File: src/rtl/tmds_pkg.sv
// ---------------------------------------------------------------------------
// tmds_pkg
// Shared types, code-word tables and helpers for the TMDS symbol encoder.
//   tmds_mode_t  : per-pixel symbol mode
//   CTRL_CODES   : control-period code words indexed by {c1,c0}
//   VIDEO_GB     : video guard-band word indexed by channel
//   DATA_GB      : data-island guard-band word indexed by channel
//   TERC4_CODES  : 4b/10b data-island table
//   popcount8    : number of ones in a byte
// Build option: HDMI_TERC4_EN enables the data-island tables; without it
// the encoder is a DVI-only part and the TERC4 table is not present.
// Symbols are written tmds[9:0]; bit 0 goes on the wire first.
// ---------------------------------------------------------------------------
package tmds_pkg;

  typedef enum logic [2:0] {
    MODE_CTRL     = 3'd0,
    MODE_VIDEO    = 3'd1,
    MODE_VIDEO_GB = 3'd2,
    MODE_DATA     = 3'd3,
    MODE_DATA_GB  = 3'd4
  } tmds_mode_t;

  localparam logic [9:0] CTRL_CODES [4] = '{
    10'b1101010100,
    10'b0010101011,
    10'b0101010100,
    10'b1010101011
  };

  localparam logic [9:0] VIDEO_GB [3] = '{
    10'b1011001100,
    10'b0100110011,
    10'b1011001100
  };

`ifdef HDMI_TERC4_EN
  // Channel 0 carries TERC4 during the data-island guard band, so its
  // entry here is never selected; it is filled for table completeness.
  localparam logic [9:0] DATA_GB [3] = '{
    10'b0100110011,
    10'b0100110011,
    10'b0100110011
  };

  localparam logic [9:0] TERC4_CODES [16] = '{
    10'b1010011100,
    10'b1001100011,
    10'b1011100100,
    10'b1011100010,
    10'b0101110001,
    10'b0100011110,
    10'b0110001110,
    10'b0100111100,
    10'b1011001100,
    10'b0100111001,
    10'b0110011100,
    10'b1011000110,
    10'b1010001110,
    10'b1001110001,
    10'b0101100011,
    10'b1011000011
  };
`endif

  function automatic logic [3:0] popcount8(input logic [7:0] v);
    logic [3:0] n;
    n = '0;
    for (int i = 0; i < 8; i++) begin
      n = n + {3'b000, v[i]};
    end
    return n;
  endfunction

endpackage

File: src/rtl/tmds_disparity_stage.sv
// ---------------------------------------------------------------------------
// tmds_disparity_stage
// Second pipeline stage: picks the final 10-bit symbol and owns the running
// DC disparity counter (cnt). Video symbols steer cnt back toward zero;
// every non-video symbol clears it.
// Ports:
//   clk_pixel     in   pixel clock
//   reset         in   synchronous, active-high
//   mode          in   stage-1 mode (already folded to supported modes)
//   q_m           in   9-bit transition-minimised word from stage 1
//   n1q           in   ones count of q_m[7:0]
//   control_data  in   {c1,c0}
//   terc4_data    in   data-island nibble (HDMI_TERC4_EN builds only)
//   tmds          out  registered symbol, bit 0 first on the wire
// Build option: HDMI_TERC4_EN adds the data-island paths.
// ---------------------------------------------------------------------------
module tmds_disparity_stage
  import tmds_pkg::*;
#(
  parameter int CN = 0
) (
  input  logic       clk_pixel,
  input  logic       reset,
  input  tmds_mode_t mode,
  input  logic [8:0] q_m,
  input  logic [3:0] n1q,
  input  logic [1:0] control_data,
`ifdef HDMI_TERC4_EN
  input  logic [3:0] terc4_data,
`endif
  output logic [9:0] tmds
);

  localparam logic [9:0] VGB_SYM = VIDEO_GB[CN];
`ifdef HDMI_TERC4_EN
  localparam logic [9:0] DGB_SYM = DATA_GB[CN];
`endif

  logic signed [5:0] cnt;
  logic signed [5:0] cnt_nxt;
  logic signed [5:0] diff;
  logic [9:0]        sym;

  always_comb begin
    // diff = N1q - N0q = 2*N1q - 8
    diff    = $signed({1'b0, n1q, 1'b0}) - 6'sd8;
    sym     = CTRL_CODES[control_data];
    cnt_nxt = '0;
    case (mode)
      MODE_VIDEO: begin
        if (cnt == 6'sd0 || diff == 6'sd0) begin
          sym     = {~q_m[8], q_m[8], q_m[8] ? q_m[7:0] : ~q_m[7:0]};
          cnt_nxt = q_m[8] ? (cnt + diff) : (cnt - diff);
        end else if ((cnt > 6'sd0 && diff > 6'sd0) ||
                     (cnt < 6'sd0 && diff < 6'sd0)) begin
          sym     = {1'b1, q_m[8], ~q_m[7:0]};
          cnt_nxt = cnt - diff + (q_m[8] ? 6'sd2 : 6'sd0);
        end else begin
          sym     = {1'b0, q_m[8], q_m[7:0]};
          cnt_nxt = cnt + diff - (q_m[8] ? 6'sd0 : 6'sd2);
        end
      end
      MODE_VIDEO_GB: sym = VGB_SYM;
`ifdef HDMI_TERC4_EN
      MODE_DATA:     sym = TERC4_CODES[terc4_data];
      MODE_DATA_GB:  sym = (CN == 0) ? TERC4_CODES[terc4_data] : DGB_SYM;
`endif
      default:       sym = CTRL_CODES[control_data];
    endcase
  end

  always_ff @(posedge clk_pixel) begin
    if (reset) begin
      tmds <= CTRL_CODES[0];
      cnt  <= '0;
    end else begin
      tmds <= sym;
      cnt  <= cnt_nxt;
    end
  end

endmodule

File: src/rtl/tmds_symbol_encoder.sv
// ---------------------------------------------------------------------------
// tmds_symbol_encoder
// Per-channel TMDS/HDMI symbol encoder, two-cycle fixed latency.
// Stage 1 does the 8b -> 9b transition-minimising step and the ones count;
// stage 2 (tmds_disparity_stage) does DC balancing and code selection.
// Ports:
//   clk_pixel     in   pixel clock, the only clock
//   reset         in   synchronous, active-high
//   mode          in   0 ctrl, 1 video, 2 video GB, 3 data, 4 data GB;
//                      5-7 encode as control
//   video_data    in   pixel component (mode 1)
//   control_data  in   {c1,c0} (mode 0)
//   terc4_data    in   data-island nibble (modes 3/4)
//   tmds          out  10-bit symbol, bit 0 transmitted first
// Parameter CN (0..2) selects the channel's guard-band words.
// Build option: HDMI_TERC4_EN. When undefined (DVI-only), modes 3 and 4
// encode as control and terc4_data is ignored.
// ---------------------------------------------------------------------------
module tmds_symbol_encoder
  import tmds_pkg::*;
#(
  parameter int CN = 0
) (
  input  logic       clk_pixel,
  input  logic       reset,
  input  logic [2:0] mode,
  input  logic [7:0] video_data,
  input  logic [1:0] control_data,
  input  logic [3:0] terc4_data,
  output logic [9:0] tmds
);

  tmds_mode_t mode_eff;
  logic [3:0] n1d;
  logic       use_xnor;
  logic [8:0] q_m;

  tmds_mode_t mode_s1;
  logic [8:0] q_m_s1;
  logic [3:0] n1q_s1;
  logic [1:0] ctrl_s1;

  // Unsupported modes are folded to control here so stage 2 only ever
  // sees codes it knows how to emit.
  always_comb begin
    mode_eff = MODE_CTRL;
    case (mode)
      3'd1:    mode_eff = MODE_VIDEO;
      3'd2:    mode_eff = MODE_VIDEO_GB;
`ifdef HDMI_TERC4_EN
      3'd3:    mode_eff = MODE_DATA;
      3'd4:    mode_eff = MODE_DATA_GB;
`endif
      default: mode_eff = MODE_CTRL;
    endcase
  end

  always_comb begin
    logic prev;
    logic cur;
    n1d      = popcount8(video_data);
    use_xnor = (n1d > 4'd4) || (n1d == 4'd4 && !video_data[0]);
    q_m      = '0;
    q_m[0]   = video_data[0];
    prev     = video_data[0];
    for (int i = 1; i < 8; i++) begin
      cur    = use_xnor ? ~(prev ^ video_data[i]) : (prev ^ video_data[i]);
      q_m[i] = cur;
      prev   = cur;
    end
    q_m[8]   = ~use_xnor;
  end

`ifdef HDMI_TERC4_EN
  logic [3:0] terc4_s1;
`else
  logic [3:0] unused_terc4;
  assign unused_terc4 = terc4_data;
`endif

  always_ff @(posedge clk_pixel) begin
    if (reset) begin
      mode_s1  <= MODE_CTRL;
      q_m_s1   <= '0;
      n1q_s1   <= '0;
      ctrl_s1  <= '0;
`ifdef HDMI_TERC4_EN
      terc4_s1 <= '0;
`endif
    end else begin
      mode_s1  <= mode_eff;
      q_m_s1   <= q_m;
      n1q_s1   <= popcount8(q_m[7:0]);
      ctrl_s1  <= control_data;
`ifdef HDMI_TERC4_EN
      terc4_s1 <= terc4_data;
`endif
    end
  end

  tmds_disparity_stage #(
    .CN(CN)
  ) u_disparity (
    .clk_pixel    (clk_pixel),
    .reset        (reset),
    .mode         (mode_s1),
    .q_m          (q_m_s1),
    .n1q          (n1q_s1),
    .control_data (ctrl_s1),
`ifdef HDMI_TERC4_EN
    .terc4_data   (terc4_s1),
`endif
    .tmds         (tmds)
  );

endmodule

File: config.mk
export PLATFORM = sky130hd
export DESIGN_NAME = tmds_symbol_encoder
export DESIGN_NICKNAME = d
export VERILOG_FILES = /design/src/rtl/tmds_pkg.sv /design/src/rtl/tmds_disparity_stage.sv /design/src/rtl/tmds_symbol_encoder.sv
export SDC_FILE = /design/constraint.sdc
export NUM_CORES = 1
export LEC_CHECK = 0
export ABC_AREA = 1
export CORE_MARGIN = 3
export CORE_UTILIZATION = 40
export DETAILED_ROUTE_END_ITERATION = 16
export GPL_TIMING_DRIVEN = 0
export PLACE_DENSITY = 0.71
export SYNTH_ARGS = -nofsm -noshare
export SYNTH_HDL_FRONTEND = slang
export SYNTH_SLANG_ARGS = --single-unit
export TNS_END_PERCENT = 30
File: constraint.sdc
create_clock -name clk_pixel -period 12.3 [get_ports clk_pixel]
set_input_delay 1.23 -clock clk_pixel [delete_from_list [all_inputs] [get_ports clk_pixel]]
set_output_delay 1.23 -clock clk_pixel [all_outputs]
set_load 0.05 [all_outputs]
After elaboration in Yosys (flattened, before gate mapping)
Index checks and enable logic that the tools add are counted.

Output and inout bits: 10. Flip-flop bits (word level): 34. Bits of input ports: 19.

Eq/ne operators: 5. Mux-type cells: 20. Reduce and logical (&&, ||, !) cells: 10. Add/subtract/negate cells: 19. Magnitude comparators: 6. Bitwise logic cells: 19.

Operators with widths (number): 2-to-1 mux 10 bit (4); adder 4 x 1 -> 4 bit (8); binary-select mux 10 bit (select 2 bit) (1); one-hot mux 10 bit (2 select lines) (1); 2-to-1 mux 6 bit (3); adder 6 bit (2); > comparator 6 x 1 -> 1 bit (second input constant) (2); zero test 6 bit (2); less-than comparator 6 x 1 -> 1 bit (second input constant) (2); subtractor 6 bit (2); inverter 1 bit (10); adder 3 x 1 -> 4 bit (2); 2-to-1 mux 8 bit (1); inverter 8 bit (1); 2-to-1 mux 1 bit (7); bitwise XOR 1 bit (7); adder 2 x 1 -> 3 bit (2); == test 3 x 1 -> 1 bit (second input constant) (2); == test 3 x 2 -> 1 bit (second input constant) (2); subtractor 5 x 4 -> 6 bit (second input constant) (1); adder 1 x 1 -> 2 bit (2); == test 4 x 3 -> 1 bit (second input constant) (1); > comparator 4 x 3 -> 1 bit (second input constant) (1); 2-to-1 mux 2 bit (2); 7 further kinds (11).

Longest topological paths before layout
Gate-level depths: netlist (run 1).

Depth after elaboration: 30. Mapped depth: 29.

Cells and area by module
A second synthesis (run 1) with hierarchy kept.

Cell total of the unflattened synthesis: 348. Area, all modules: 2512.4 µm².

Modules (own cells, without submodules): tmds_disparity_stage (times used 1, area an instance 1447.6 µm², cells an instance 208); tmds_symbol_encoder (times used 1, area an instance 1064.8 µm², cells an instance 140).

Worst setup path before layout (run 1)
Ideal clock, no wire load.

Kind: input to register. Start point: input port video_data[0]. End point: register n1q_s1[2]. Slack: 6.002 ns. Path buffers: 0. Arrival time: 6.170 ns. Stages: 25. Library setup time: 0.128 ns. Path through: inv_1 > fa_1 > fa_1 > fa_1 > inv_1 > ha_1 > fa_1 > nor2_1 > nand2_1 > nand2_2 > nand2_4 > nand2_2 > nand2_1 > fa_1 > inv_1 > nand3_1 > nand2_1 > inv_1 > ha_1 > fa_1 > ha_1 > inv_1 > fa_1 > xor2_1 > nor2_1.

Longest elaborated chain between the ends: 30. Elaborated cells between the ends (all ways): 40. Those cells by class: add/sub: 14; order compare: 1; eq/ne: 1; mux: 7; bitwise: 14; reduce/logical: 3.

Ends and longest elaborated chain: from (decl) (RTL line tmds_symbol_encoder.sv:27) `input logic [7:0] video_data,`; branches (longest 29 deep; another with adder 3 x 1 -> 4 bit); adder 4 x 1 -> 4 bit (*) (RTL line tmds_pkg.sv:70) `n = n + {3'b000, v[i]};`; to (signal assigned) (RTL line tmds_symbol_encoder.sv:93) `n1q_s1 <= popcount8(q_m[7:0]);`; to (decl) (RTL line tmds_symbol_encoder.sv:40) `logic [3:0] n1q_s1;`.

Every way passes the cells marked *. A chain may end at the register's enable or synchronous reset.

Worst setup path in the final report (run 1)
Ends and elaborated chain as after synthesis.

==> results.yml, run 1 <==
sta:
  fin_crit_ns: 6.91
  tightest_slew_ns: 0.492
  finalSetupViolCount: 0
  fin_setup_tns_ns: 0
  drv_slew: 0
  whs_ns: 0.502
  fmax_mhz: 145
  rsz0062_at_grt: "false"
  hold_viol: 0
  period_share: 0.561
  worst_clock_skew_ns: 0.00510
  maxSlewHeadroom: 0.671
power:
  ir_drop_v: 0.0000887
  cellPowerDensity_nw_per_um2: 200
  p_leak_nw: 1.42
final_layout:
  final_common_cell: "inv_1"
  final_cell_mix: "inv_1, nand2_1, nor2_1, dfxtp_1, ha_1"
  antenna_cells: 0
  multi_input_area_um2: 1550
  final_nets: 411
  area.growth.synth_to_final_pct: 18.1
  fillers: 558
  seqCellArea_um2: 641
  drive_gt1_frac: 0.115
grt:
  first_global_vias: 1900
  grt_pass1_wl_um: 8090
  grt_max_degree: 12
  grt_antenna_before_repair: 0
  grt_overflow: 0
  grt_usage: 0.137
placement:
  hpwlAfterDp_um: 3790
  portBuffers: 24
  place.gp.congestion: 0.846
job:
  maxCapViolCount: 0
yosys:
  yosys.area_share.simple: 0.272
  yosys-mux-area-fraction: 0
  synth_fa_ha_area_frac: 0.217
  ys_warn_count: 0
  syn-instance-count: 324
  ys_types: 29
  ys_ff_latch: 32
  synth_area_leaders: "dfxtp_1, ha_1, inv_1, nand2_1, fa_1"
  synth_compound_area_frac: 0.109
  synth_xor_area_frac: 0.0359
  syn-num-nets: 380
  seq_area_frac_synth: 0.262
  synth_top_area_share: 0.262
  synth_top_area_cell: "dfxtp_1"
  synth_area_per_cell_um2: 7.53
  synth_top_family_by_area: "simple AND/OR/NAND/NOR gates"
  syn_area_um2: 2440
cts:
  cts_resized: 0
  cts_hold_buffers: 0
  cts_tree: "done"
  cts.path.max_buffers: 2
  htreeDepth: 2
  ctsRootBufferMaster: "clkbuf_8"
  insertion_delay_ns: 0.28
  clk_pin_slew_ns: 0.07
  clock_sinks: 32
  cts_buffers: 5
  cts_setup_buffers: 0
worst_setup_path:
  crit_slowest_cell: "fa_1"
  cp.arrival_ns: 7.06
  worst_path_most_repeated_cell: "fa_1"
  slowest_delay_ns: 0.57
  critical_path_class: "in -> reg"
  r2r_slack_ns: 10.15
  end_kind: "flop"
  crit_path_max_fanout: 4
  start_kind: "primary input"
  crit_required_ns: 12.45
detailed_routing:
  avgViaCountPerCell: 4.64
  drt_iter0_drc: 61
  dr.pass1.iters: 4
  wirelength_um: 4500
  wl_per_cell_um: 10.5
  drc: 0
  ant_nets: 0
  vias: 1985
status:
  status: "finished clean"
die:
  core-area_um2: 5710
  dieArea_um2: 7080
  ios: 29
  dieWidth_um: 84.1
  start_util: 0.428
  rows: 27
  dieHeight_um: 84.1
min_path:
  hp-class: "reg -> reg"
[routing by layer]
metal	global-route usage	wire, um	share of wire
met5	0	0	0
met4	0.0468	53	0.012
met3	0.0286	169	0.038
met2	0.228	2110	0.47
met1	0.175	2170	0.48
[area by class of cell]
cell class / instances / area share
repair buffers: 24 / 0.0833
clock buffers: 5 / 0.0239
well taps: 72 / 0.0313
inverters: 62 / 0.0807
plain buffers: 3 / 0.00651
flip-flops and latches: 32 / 0.222
clock inverters: 3 / 0.0148
multi-input cells: 227 / 0.537
[cells by family (layout without fill, tap and decap cells)]
kind of cell / Yosys count / count (layout)
xor gates and xnor gates: 10 / 10
buffers and inverters: 65 / 97
AOI/OAI and AO/OA: 42 / 42
DFF: 32 / 32
and+or+nand+nor: 138 / 138
adders and majority gates: 37 / 37
[power by group]
| group | internal (mW) | total [mW] | switching [mW] |
|---|---|---|---|
| clock | 0.0598 | 0.0977 | 0.0378 |
| combinational | 0.139 | 0.349 | 0.210 |
| sequential | 0.121 | 0.130 | 0.00957 |
[path summary, 6_finish.rpt]
check                        from                             end  depth (start not counted)
min reg2reg  q_m_s1[4]$_SDFF_PP0_  u_disparity.tmds[4]$_SDFF_PP1_                          2
min          q_m_s1[4]$_SDFF_PP0_  u_disparity.tmds[4]$_SDFF_PP1_                          2
max reg2reg  n1q_s1[2]$_SDFF_PP0_   u_disparity.cnt[4]$_SDFF_PP0_                         11
max                 video_data[0]            n1q_s1[2]$_SDFF_PP0_                         25
[stage by stage]
step                       util  cells  cell area, um^2  worst slack [ns]  power, mW
after floorplan               -    324             2440              6.00      0.412
after global placement    0.485    420             2770              5.14      0.467
after detailed placement  0.485    420             2770              5.08      0.484
after CTS                 0.505    428             2880              5.36      0.585
after global routing      0.505    428             2880              5.04      0.648
final                     0.505    428             2880              5.39      0.577
[registers in the layout, summed over array words and instances, names as in the netlist]
name	cells
q_m_s1	9
u_disparity.tmds	10
n1q_s1	4
ctrl_s1	2
mode_s1	2
u_disparity.cnt	5
[critical path: cells and delay by family]
| family | cells | cell delay, ns |
|---|---|---|
| AND/OR/NAND/NOR | 7 | 0.71 |
| adder cells (fa/ha/maj) | 10 | 3.89 |
| XOR/XNOR | 1 | 0.15 |
| AO/OA/AOI/OAI | 1 | 0.23 |
| buffers and inverters | 6 | 0.83 |
[cell usage after synthesis]
| master | number |
|---|---|
| nor2_1 | 32 |
| a31oi_1 | 3 |
| xor2_1 | 8 |
| o31ai_1 | 1 |
| a21oi_4 | 1 |
| nand2_2 | 15 |
| clkbuf_1 | 2 |
| xnor2_1 | 2 |
| o21ai_1 | 3 |
| nand2_1 | 57 |
| buf_6 | 1 |
| inv_1 | 58 |
| o22ai_4 | 1 |
| or2_2 | 3 |
| o21ai_0 | 5 |
| inv_2 | 4 |
| o21ai_4 | 1 |
| or2_1 | 1 |
| nor3_1 | 2 |
| o211ai_1 | 4 |
| nand2_4 | 3 |
| nand3_4 | 3 |
| a22oi_1 | 1 |
| nand3_1 | 21 |
| a21oi_1 | 22 |
| dfxtp_1 | 32 |
| fa_1 | 9 |
| nand3_2 | 1 |
| ha_1 | 28 |
No activity file was read; power rests on OpenSTA's default activity.
==> run 2, diff against run 1 <==
Clock period 12.3 ns to 6.55 ns, I/O delays scaled along.
==> run 2 against run 1 <==
Final cell count did not move. Global-route usage did not move. Critical path depth did not move.
==> results.yml, run 2 (synthesis results as in run 1) <==
status:
  status: "finished clean"
cts:
  cts.path.max_buffers: 2
  insertion_delay_ns: 0.28
  cts_tree: "done"
  cts_setup_buffers: 0
  cts_hold_buffers: 0
  cts_buffers: 5
  ctsRootBufferMaster: "clkbuf_8"
  clk_pin_slew_ns: 0.07
  htreeDepth: 2
  clock_sinks: 32
sta:
  tightest_slew_ns: 0.492
  fin_crit_ns: 6.17
  maxSlewHeadroom: 0.671
  drv_slew: 0
  fmax_mhz: 162
  period_share: 0.943
  finalSetupViolCount: 0
  worst_clock_skew_ns: 0.00529
  hold_viol: 0
  rsz0062_at_grt: "false"
final_layout:
  fin_cells: 428
  multi_input_area_um2: 1560
  seqCellArea_um2: 641
  final_cell_mix: "inv_1, nand2_1, nor2_1, dfxtp_1, ha_1"
  largest_reg_flops: 10
  antenna_cells: 0
  finalCoreUtilization: 0.508
  final_common_cell: "inv_1"
  final_nets: 411
  reg_top3: "u_disparity.tmds (10), q_m_s1 (9), u_disparity.cnt (5)"
  fillers: 554
  top_register: "u_disparity.tmds"
  area.growth.synth_to_final_pct: 18.7
  drive_gt1_frac: 0.126
worst_setup_path:
  end_kind: "flop"
  crit_required_ns: 6.70
  timing.rr.end: "u_disparity.cnt[4]$_SDFF_PP0_"
  reg2reg_depth: 11
  critical_path_class: "in -> reg"
  start_kind: "primary input"
  crit_end: "n1q_s1[2]$_SDFF_PP0_"
  crit_path_max_fanout: 4
  r2r_slack_ns: 4.40
  r2r-start: "n1q_s1[2]$_SDFF_PP0_"
  cp.arrival_ns: 6.33
  cp-startpoint: "video_data[3]"
die:
  core-area_um2: 5710
  start_util: 0.428
  ios: 29
  dieHeight_um: 84.1
  dieWidth_um: 84.1
  dieArea_um2: 7080
  rows: 27
job:
  maxCapViolCount: 0
grt:
  grt_overflow: 0
  grt_antenna_before_repair: 0
  grt_max_degree: 12
  first_global_vias: 1900
  grt_usage: 0.137
  grt_pass1_wl_um: 8090
placement:
  place.gp.congestion: 0.846
  dp.cells: 420
  hpwlAfterDp_um: 3790
  portBuffers: 24
power:
  cellPowerDensity_nw_per_um2: 375
  ir_drop_v: 0.000167
  p_leak_nw: 1.43
detailed_routing:
  wl_per_cell_um: 10.5
  wirelength_um: 4490
  drt_iter0_drc: 60
  vias: 1982
  dr.pass1.iters: 4
  drc: 0
  ant_nets: 0
  avgViaCountPerCell: 4.63
min_path:
  hp-class: "reg -> reg"
  hold_start: "q_m_s1[4]$_SDFF_PP0_"
-- run 2: changes by cell type in the layout (fill, tap and decap cells not counted), sizes merged --
cell,delta
clkdlybuf4s50,-1
dlymetal6s2s,+1
-- run 2: repair_timing --
| item | CTS | global route |
|---|---|---|
| gates resized for setup | 0 | 5 |
| setup endpoints to repair | 0 | 2 |
| endpoints found under the hold margin | 0 | 0 |
-- run 2: how the worst min path moves through the flow --
stage	to	slack (ns)	depth (start not counted)
floorplan	u_disparity.tmds[4]$_SDFF_PP1_	0.45	2
finish	u_disparity.tmds[4]$_SDFF_PP1_	0.50	2
global placement	u_disparity.tmds[4]$_SDFF_PP1_	0.49	2
global route	u_disparity.tmds[2]$_SDFF_PP1_	0.56	2
detailed placement	u_disparity.tmds[4]$_SDFF_PP1_	0.49	2
CTS	u_disparity.tmds[4]$_SDFF_PP1_	0.51	2
-- run 2: per-layer routing --
layer  wire, um  vias to the layer above  track usage
met5          0                        -            0
met2       2110                       35        0.228
li1           -                     1074            -
met4         53                        0       0.0468
met3        179                        6       0.0286
met1       2150                      867        0.175
-- run 2: area by class of cell --
type | count | area share
Buffer | 3 | 0.00648
Clock buffer | 5 | 0.0237
Clock inverter | 3 | 0.0147
Inverter | 62 | 0.0803
Multi-Input combinational cell | 227 | 0.539
Sequential cell | 32 | 0.221
Tap cell | 72 | 0.0311
Timing Repair Buffer | 24 | 0.0838
-- run 2: power by group --
| part | switching, mW | internal (mW) |
|---|---|---|
| sequential | 0.0180 | 0.227 |
| combinational | 0.396 | 0.264 |
| clock | 0.0710 | 0.112 |
-- run 2: worst max-delay path, cell delays in order --
cell,delay (ns)
clkdlybuf4s50_1,0.51
inv_1,0.09
fa_1,0.50
fa_1,0.43
fa_1,0.49
inv_1,0.04
ha_1,0.20
fa_1,0.43
nor2_1,0.13
nand2_2,0.09
a21oi_4,0.21
nand2_2,0.10
nand2_2,0.11
fa_1,0.45
inv_1,0.07
nand3_1,0.10
nand2_1,0.08
inv_1,0.04
ha_1,0.27
fa_1,0.50
ha_1,0.17
inv_1,0.05
fa_1,0.37
xor2_1,0.15
nor2_1,0.05
-- run 2: through the flow --
step	hold WS, ns	TNS (ns)	cell area (um^2)	setup WS (ns)	power [mW]
after floorplan	0.448	0	2440	0.827	0.773
after global placement	0.486	-0.0305	2770	-0.0305	0.877
after detailed placement	0.486	-0.133	2770	-0.0993	0.908
after CTS	0.506	0	2880	0.190	1.10
after global routing	0.559	0	2900	0.0625	1.22
final	0.502	0	2900	0.376	1.09
==> run 3, diff against run 2 <==
Settings changed: CELL_PAD_IN_SITES_DETAIL_PLACEMENT from default to 1, CELL_PAD_IN_SITES_GLOBAL_PLACEMENT from default to 1, PLACE_DENSITY 0.71 to 0.89.
==> run 3 against run 2 <==
Critical path type unchanged. Fmax down 0.27%. Flip-flop and latch count unchanged. Setup slack worse by 0.017 ns. Sequential share of layout area up 0.20 points. Global-route usage up 4.3 points. Final cell count down 0.23%.
==> results.yml, run 3 (synthesis results as in run 1) <==
placement:
  dp.cells: 420
  hpwlAfterDp_um: 4930
  pre_cts_slack_ns: -0.163
  portBuffers: 24
  place.gp.congestion: 0.837
cts:
  htreeDepth: 2
  cts_hold_buffers: 0
  clk_pin_slew_ns: 0.06
  insertion_delay_ns: 0.28
  ctsRootBufferMaster: "clkbuf_8"
  cts_tree: "done"
  clock_sinks: 32
  cts.path.max_buffers: 2
  cts_buffers: 5
worst_setup_path:
  crit_required_ns: 6.71
  crit_end: "n1q_s1[2]$_SDFF_PP0_"
  r2r_slack_ns: 4.40
  r2r-start: "n1q_s1[2]$_SDFF_PP0_"
  timing.rr.end: "u_disparity.cnt[5]$_SDFF_PP0_"
  cp.arrival_ns: 6.35
  crit_path_max_fanout: 7
  end_kind: "flop"
  cp-startpoint: "video_data[3]"
  crit_slowest_cell: "fa_1"
  critical_path_class: "in -> reg"
  reg2reg_depth: 13
  worst_path_most_repeated_cell: "fa_1"
  start_kind: "primary input"
  slowest_delay_ns: 0.52
power:
  cellPowerDensity_nw_per_um2: 375
  p_switching_uw: 510
  internal_power_uw: 567
  power_frac_clock: 0.130
  ir_drop_v: 0.000130
  sw_frac_of_total: 0.474
  power_mw: 1.08
  p_seq_frac: 0.230
  p_leak_nw: 1.42
  combPwrFrac: 0.639
job:
  maxCapViolCount: 0
sta:
  period_share: 0.945
  maxSlewHeadroom: 0.661
  tightest_slew_ns: 0.506
  fmax_mhz: 162
  drv_slew: 0
  worst_clock_skew_ns: 0.00443
  hold_viol: 0
  fin_ws_ns: 0.360
  fin_crit_ns: 6.19
  finalSetupViolCount: 0
status:
  status: "finished clean"
die:
  dieArea_um2: 7080
  core-area_um2: 5710
  dieHeight_um: 84.1
  rows: 27
  dieWidth_um: 84.1
  ios: 29
  start_util: 0.428
final_layout:
  finalCoreUtilization: 0.503
  final_nets: 411
  drive_gt1_frac: 0.124
  final_cell_mix: "inv_1, nand2_1, dfxtp_1, nor2_1, ha_1"
  seqCellArea_um2: 641
  top_register: "u_disparity.tmds"
  multi_input_area_um2: 1570
  antenna_cells: 0
  area.growth.synth_to_final_pct: 17.6
  largest_reg_flops: 10
  fin_cells: 427
  reg_top3: "u_disparity.tmds (10), q_m_s1 (9), u_disparity.cnt (5)"
  fillers: 737
  final_common_cell: "inv_1"
grt:
  grt_usage: 0.180
  grt_overflow: 0
  grt_max_degree: 11
  grt_antenna_before_repair: 0
  first_global_vias: 2352
  grt_pass1_wl_um: 10500
detailed_routing:
  wirelength_um: 5810
  vias: 2153
  dr.pass1.iters: 4
  wl_per_cell_um: 13.6
  drc: 0
  avgViaCountPerCell: 5.04
  drt_iter0_drc: 31
  ant_nets: 0
min_path:
  hp-class: "reg -> reg"
## run 3: worst min-delay path by stage
stage | startpoint | to | slack (ns) | cells past startpoint
after floorplan | q_m_s1[4]$_SDFF_PP0_ | u_disparity.tmds[4]$_SDFF_PP1_ | 0.45 | 2
after global placement | q_m_s1[4]$_SDFF_PP0_ | u_disparity.tmds[4]$_SDFF_PP1_ | 0.50 | 2
after detailed placement | q_m_s1[4]$_SDFF_PP0_ | u_disparity.tmds[4]$_SDFF_PP1_ | 0.50 | 2
after CTS | q_m_s1[4]$_SDFF_PP0_ | u_disparity.tmds[4]$_SDFF_PP1_ | 0.52 | 2
after global routing | q_m_s1[4]$_SDFF_PP0_ | u_disparity.tmds[4]$_SDFF_PP1_ | 0.58 | 2
final | q_m_s1[4]$_SDFF_PP0_ | u_disparity.tmds[4]$_SDFF_PP1_ | 0.52 | 2
## run 3: timing repair
item	CTS	global route
setup endpoints to repair	0	2
buffers inserted	0	0
resized for setup	0	7
## run 3: power groups by stage
stage | clock network (mW) | registers (mW) | logic (mW)
6_report | 0.140 | 0.248 | 0.688
4_1_cts | 0.144 | 0.248 | 0.688
3_5_place_dp | 0 | 0.252 | 0.682
2_1_floorplan | 0 | 0.259 | 0.514
5_1_grt | 0.154 | 0.252 | 0.803
3_3_place_gp | 0 | 0.249 | 0.641
## run 3: critical path: cells and delay by family
| kind | cells | cell delay [ns] |
|---|---|---|
| buf+inv | 6 | 0.81 |
| xor+xnor | 1 | 0.14 |
| simple gates | 9 | 0.79 |
| fa+ha+maj | 10 | 3.92 |
## run 3: area by class of cell
type                       count  share of cell area
clock buffer                   6              0.0253
clock inverter                 1             0.00174
buffer                         3             0.00654
tap                           72              0.0314
multi-input combinational    227               0.546
timing repair buffer          24              0.0845
sequential                    32               0.223
inverter                      62              0.0810
## run 3: metal layers
metal  GRT usage  vias to the layer above  share of wire
met2       0.341                       47           0.54
met5           0                        -              0
li1            -                     1069              -
met1       0.202                     1027           0.41
met4      0.0541                        0          0.013
met3      0.0316                       10          0.036
## run 3: stage by stage
step,cell area (um^2),hold WS [ns],setup TNS (ns)
3_5_place_dp,2770,0.501,-0.264
6_report,2870,0.518,0
4_1_cts,2850,0.517,0
5_1_grt,2870,0.577,-0.00911
2_1_floorplan,2440,0.448,0
3_3_place_gp,2770,0.503,-0.0541
